===== src/rtl/piso_serializer.sv =====
// Parallel-in/serial-out stage: first bit appears 1 cycle after accept, frames stream back-to-back,
// ser_ready=0 freezes the frame. Optional even-parity trailer bit when PISO_PARITY_EN is defined.
module piso_serializer #(
  parameter int WIDTH     = 4,
  parameter bit MSB_FIRST = 1'b1
) (
  input  logic             clk,
  input  logic             rst,
  input  logic [WIDTH-1:0] d,
  input  logic             d_valid,
  output logic             d_ready,
  output logic             ser_out,
  output logic             ser_valid,
  output logic             ser_last,
  input  logic             ser_ready,
  output logic             busy
);

  localparam int CW = $clog2(WIDTH + 1);
`ifdef PISO_PARITY_EN
  localparam int FRAME = WIDTH + 1;
`else
  localparam int FRAME = WIDTH;
`endif

  typedef enum logic {IDLE, SHIFT} state_t;

  state_t           state_q, state_d;
  logic [WIDTH-1:0] shreg_q, shreg_d;
  logic [CW-1:0]    cnt_q, cnt_d;
  logic             ser_out_q, ser_out_d;
  logic             ser_valid_q, ser_valid_d;
  logic             ser_last_q, ser_last_d;
`ifdef PISO_PARITY_EN
  logic             parity_q, parity_d;
`endif

  function automatic logic out_bit(input logic [WIDTH-1:0] w);
    return MSB_FIRST ? w[WIDTH-1] : w[0];
  endfunction

  function automatic logic [WIDTH-1:0] shift_one(input logic [WIDTH-1:0] w);
    return MSB_FIRST ? {w[WIDTH-2:0], 1'b0} : {1'b0, w[WIDTH-1:1]};
  endfunction

  logic accept;
  logic xfer;

  always_comb begin
    d_ready     = !rst && ((state_q == IDLE) ||
                           ((state_q == SHIFT) && ser_last_q && ser_ready));
    accept      = d_valid && d_ready;
    xfer        = (state_q == SHIFT) && ser_ready;
    state_d     = state_q;
    shreg_d     = shreg_q;
    cnt_d       = cnt_q;
    ser_out_d   = ser_out_q;
    ser_valid_d = ser_valid_q;
    ser_last_d  = ser_last_q;
`ifdef PISO_PARITY_EN
    parity_d    = parity_q;
`endif
    // A new word on the last-bit edge takes priority so frames run without a gap.
    if (accept) begin
      state_d     = SHIFT;
      shreg_d     = d;
      cnt_d       = '0;
      ser_out_d   = out_bit(d);
      ser_valid_d = 1'b1;
      ser_last_d  = 1'b0;
`ifdef PISO_PARITY_EN
      parity_d    = ^d;
`endif
    end else if (xfer) begin
      shreg_d = shift_one(shreg_q);
      if (ser_last_q) begin
        state_d     = IDLE;
        cnt_d       = '0;
        ser_out_d   = 1'b0;
        ser_valid_d = 1'b0;
        ser_last_d  = 1'b0;
      end else begin
        cnt_d      = cnt_q + CW'(1);
        ser_out_d  = out_bit(shreg_d);
        ser_last_d = (cnt_d == CW'(FRAME - 1));
`ifdef PISO_PARITY_EN
        if (cnt_q == CW'(WIDTH - 1)) ser_out_d = parity_q;
`endif
      end
    end
  end

  always_ff @(posedge clk) begin
    if (rst) begin
      state_q     <= IDLE;
      shreg_q     <= '0;
      cnt_q       <= '0;
      ser_out_q   <= 1'b0;
      ser_valid_q <= 1'b0;
      ser_last_q  <= 1'b0;
`ifdef PISO_PARITY_EN
      parity_q    <= 1'b0;
`endif
    end else begin
      state_q     <= state_d;
      shreg_q     <= shreg_d;
      cnt_q       <= cnt_d;
      ser_out_q   <= ser_out_d;
      ser_valid_q <= ser_valid_d;
      ser_last_q  <= ser_last_d;
`ifdef PISO_PARITY_EN
      parity_q    <= parity_d;
`endif
    end
  end

  assign ser_out   = ser_out_q;
  assign ser_valid = ser_valid_q;
  assign ser_last  = ser_last_q;
  assign busy      = (state_q == SHIFT);

endmodule


===== config.mk =====
export PLATFORM = sky130hd
export DESIGN_NAME = piso_serializer
export DESIGN_NICKNAME = d
export VERILOG_FILES = /design/src/rtl/piso_serializer.sv
export SDC_FILE = /design/constraint.sdc
export NUM_CORES = 1
export LEC_CHECK = 0
export ABC_AREA = 1
export BUFFER_PORTS_ARGS = -buffer_cell sky130_fd_sc_hd__buf_4
export CORE_AREA = 2 2 39 41
export DETAILED_ROUTE_END_ITERATION = 10
export DIE_AREA = 0 0 41 43
export PLACE_DENSITY = 0.66
export SYNTH_ARGS = -nofsm -noshare
export SYNTH_HDL_FRONTEND = slang
export SYNTH_SLANG_ARGS = --single-unit

===== constraint.sdc =====
create_clock -name clk -period 1.2 [get_ports clk]
set_clock_uncertainty 0.1 [all_clocks]
set_input_delay 0.06 -clock clk [delete_from_list [all_inputs] [get_ports clk]]
set_output_delay 0.06 -clock clk [all_outputs]
set_load 0.02 [all_outputs]

==> flow_summary.yaml <==
drt:
  post_drt_via_cell_ratio: 4.938
  wirelength_um: 1032
  dr_total_vias: 474
  route.met3.wl_um: 85
  drt_first_iter_violations: 7
  wl_met1_um: 415
  drc: 0
  drtAntennaViolNets: 0
  dr_wl_met2_um: 517
  wl_per_cell_um: 10.75
  top_layer_used: "met4"
  first_pass_iters: 4
synthesis:
  synth_cell_types: 12
  synth-adder-area-share_pct: 5.510
  synth_area_leader_cell: "dfxtp_1"
  ys_ff_latch: 9
  synth_compound_area_share_pct: 11.02
  syn_avg_cell_area_sq_um: 7.326
  synth_top_family_by_area: "simple AND/OR/NAND/NOR gates"
  synth.net_count: 72
  synth_top_area_share_pct: 39.67
  seq_area_frac_synth_pct: 39.67
  synth_xor_area_share_pct: 1.928
  synth_simple_gate_area_share_pct: 33.61
  synthMuxAreaShare_pct: 0
  yosys_warnings: 0
  netlist_instances: 62
  syn_area_sq_um: 454.2
  synth.area.top_cells: "dfxtp_1 (40%), a21oi_1 (11%), nand2_1 (9.1%)"
min_path:
  hold_depth: 3
  hold_end: "shreg_q[0]"
  holdCritPathClass: "in -> reg"
  min_from: "d[0]"
worst_setup_path:
  timing.rr.start: "ser_last"
  cp-start-kind: "flop"
  cp_data_required_time_ns: 1.04
  worst_path_max_delay_cell: "dfxtp_4"
  rrSetupSlack_ns: 0.06
  cp_max_fo: 4
  crit_chain: "buf_6 > a21oi_4 > buf_6"
  r2r-end: "shreg_q[2]"
  reg2reg_depth: 6
  worstPathArrival_ns: 1.04
  cp_top_family: "flip-flops"
  cp.buffers_inverters: 2
  slowest_delay_ns: 0.37
  worstSetupEndpointType: "output port"
  critical_path_class: "reg -> out"
  path_common_cell: "buf_6"
layout:
  layout-drive-gt1-share_pct: 33.75
  syn_to_final_growth_pct: 46.28
  multiInputGateArea_sq_um: 277.8
  fillers: 144
  diodes: 0
  register_area_sq_um: 187.7
  nets: 91
placed_design:
  gp_congestion: 0.6790
  dp_hpwl_um: 799.1
  portBuffers: 12
  post-place-ws_ns: 0.009803
clock_network:
  root_buffer: "clkbuf_4"
  cts-htree-levels: 1
  cts_tree: "built"
  cts_sinks: 9
  clk_path_buf_depth: 2
  numCtsBuffers: 3
  cts_setup_buffers: 0
  clkTransAtPathRegs_ns: 0.06
  clkLatencyLatePin_ns: 0.25
timing:
  fin_ws_ns: 0.003783
  post-route-min-period_ns: 1.196
  fmax_mhz: 836.0
  worst_pin_slew_ns: 0.2047
  rsz0062_at_grt: "true"
  period_share_pct: 99.68
  worst_slew_margin_rel_pct: 86.31
  slew_viol_final: 0
  hold_violations: 0
  finalSetupViolCount: 0
grt:
  grt_max_degree: 10
  antenna_found_initial: 0
  grt.total_usage_pct: 13.19
  grt_pass1_wl_um: 1524
  grt_remaining_overflow: 0
  grt_pass1_vias: 398
run_status:
  outcome: "complete, no violations"
floorplanning:
  rows: 14
  die_w_um: 41
  start_util_pct: 32.82
  ios: 13
  fp.dieH_um: 43
  coreArea_sq_um: 1384
  die_area_sq_um: 1763
pwr:
  fin_total_pwr_w: 0.0006777
  p_leak_nw: 0.2878
  p_per_area_nw_per_um2: 1020
  peakVddDrop_mv: 0.5031
run:
  maxCapViolCount: 0
==> how the worst max path moves through the flow <==
stage / from / to / cells after the start
after floorplan: ser_valid / cnt_q[1] / 5
after global placement: ser_valid / cnt_q[2] / 5
after detailed placement: ser_valid / cnt_q[2] / 5
after CTS: ser_valid / d_ready / 3
after global routing: ser_valid / d_ready / 3
final: ser_valid / d_ready / 3
==> power by group <==
group          switching (W)  leakage [nW]  total (W)  internal, W
clock               0.000103        0.0150   0.000231     0.000128
combinational      0.0000695         0.198   0.000128    0.0000584
sequential         0.0000103        0.0748   0.000319     0.000309
==> cells in the final DEF (no fill, tap or decap) <==
master	synthesis	routed
clkbuf_4	0	3
clkbuf_1	0	1
nand3_1	6	5
nor2_1	7	6
ha_1	2	2
inv_1	8	8
nand2_2	2	3
nand4_1	4	4
xnor2_2	0	1
dfxtp_1	9	7
buf_6	0	2
buf_4	1	12
nand3_4	1	2
dlygate4sd3_1	0	1
a21oi_4	0	1
nand2_1	11	10
dfxtp_4	0	2
nor2_4	0	1
a21oi_1	10	9
==> metal layers <==
| layer | GRT usage (%) | vias up |
|---|---|---|
| met5 | 0 | - |
| met4 | 8.000 | 0 |
| met3 | 4.712 | 2 |
| met2 | 20.94 | 18 |
| met1 | 13.96 | 210 |
| li1 | - | 244 |
==> repair_timing <==
item,4_1_cts,5_1_grt
endpoints found under the hold margin,5,0
resized for setup,2,6
pin swaps,1,1
hold buffers,1,0
endpoints found under the setup margin,1,8
==> area by class of cell <==
class                           instances  area share [%]
Multi-Input combinational cell         44           41.81
Tap cell                               16           3.013
Clock buffer                            4           3.955
Sequential cell                         9           28.25
Inverter                                8           4.520
Timing Repair Buffer                   15           18.46
==> state kept, by name, summed over array words and instances, names as in the netlist <==
signal	cells
cnt_q	3
ser_last	1
ser_out	1
ser_valid	1
shreg_q	3
==> tightest hold or removal path, cell delays in order <==
cell	delay, ns
buf_4	0.11
nand3_1	0.08
a21oi_1	0.07
==> cell families (layout without fill, tap and decap cells) <==
kind of cell	Yosys count	after routing
XOR/XNOR	1	1
flip-flops	9	9
AO/OA/AOI/OAI	10	10
buffers and inverters	9	27
adder cells (fa/ha/maj)	2	2
AND/OR/NAND/NOR	31	31
==> synth_stat cells <==
cell	n
nor2_1	7
xnor2_1	1
inv_1	8
a21oi_1	10
dfxtp_1	9
nand4_1	4
nand3_4	1
ha_1	2
nand2_1	11
nand3_1	6
buf_4	1
nand2_2	2
==> metrics by stage <==
stage / std cells / utilization, % / cell area, sq um / setup TNS (ns) / hold slack [ns]
after global routing: 96 / 48.01 / 664.4 / -0.1980 / 0.02554
final: 96 / 48.01 / 664.4 / 0 / 0.02297
after global placement: 91 / 42.86 / 593.1 / 0 / 0.2033
after CTS: 96 / 46.29 / 640.6 / -0.0001825 / 0.01825
after detailed placement: 91 / 42.86 / 593.1 / 0 / 0.2028
after floorplan: 62 / - / 475.5 / 0 / 0.01936
No activity file was read; power rests on OpenSTA's default activity.
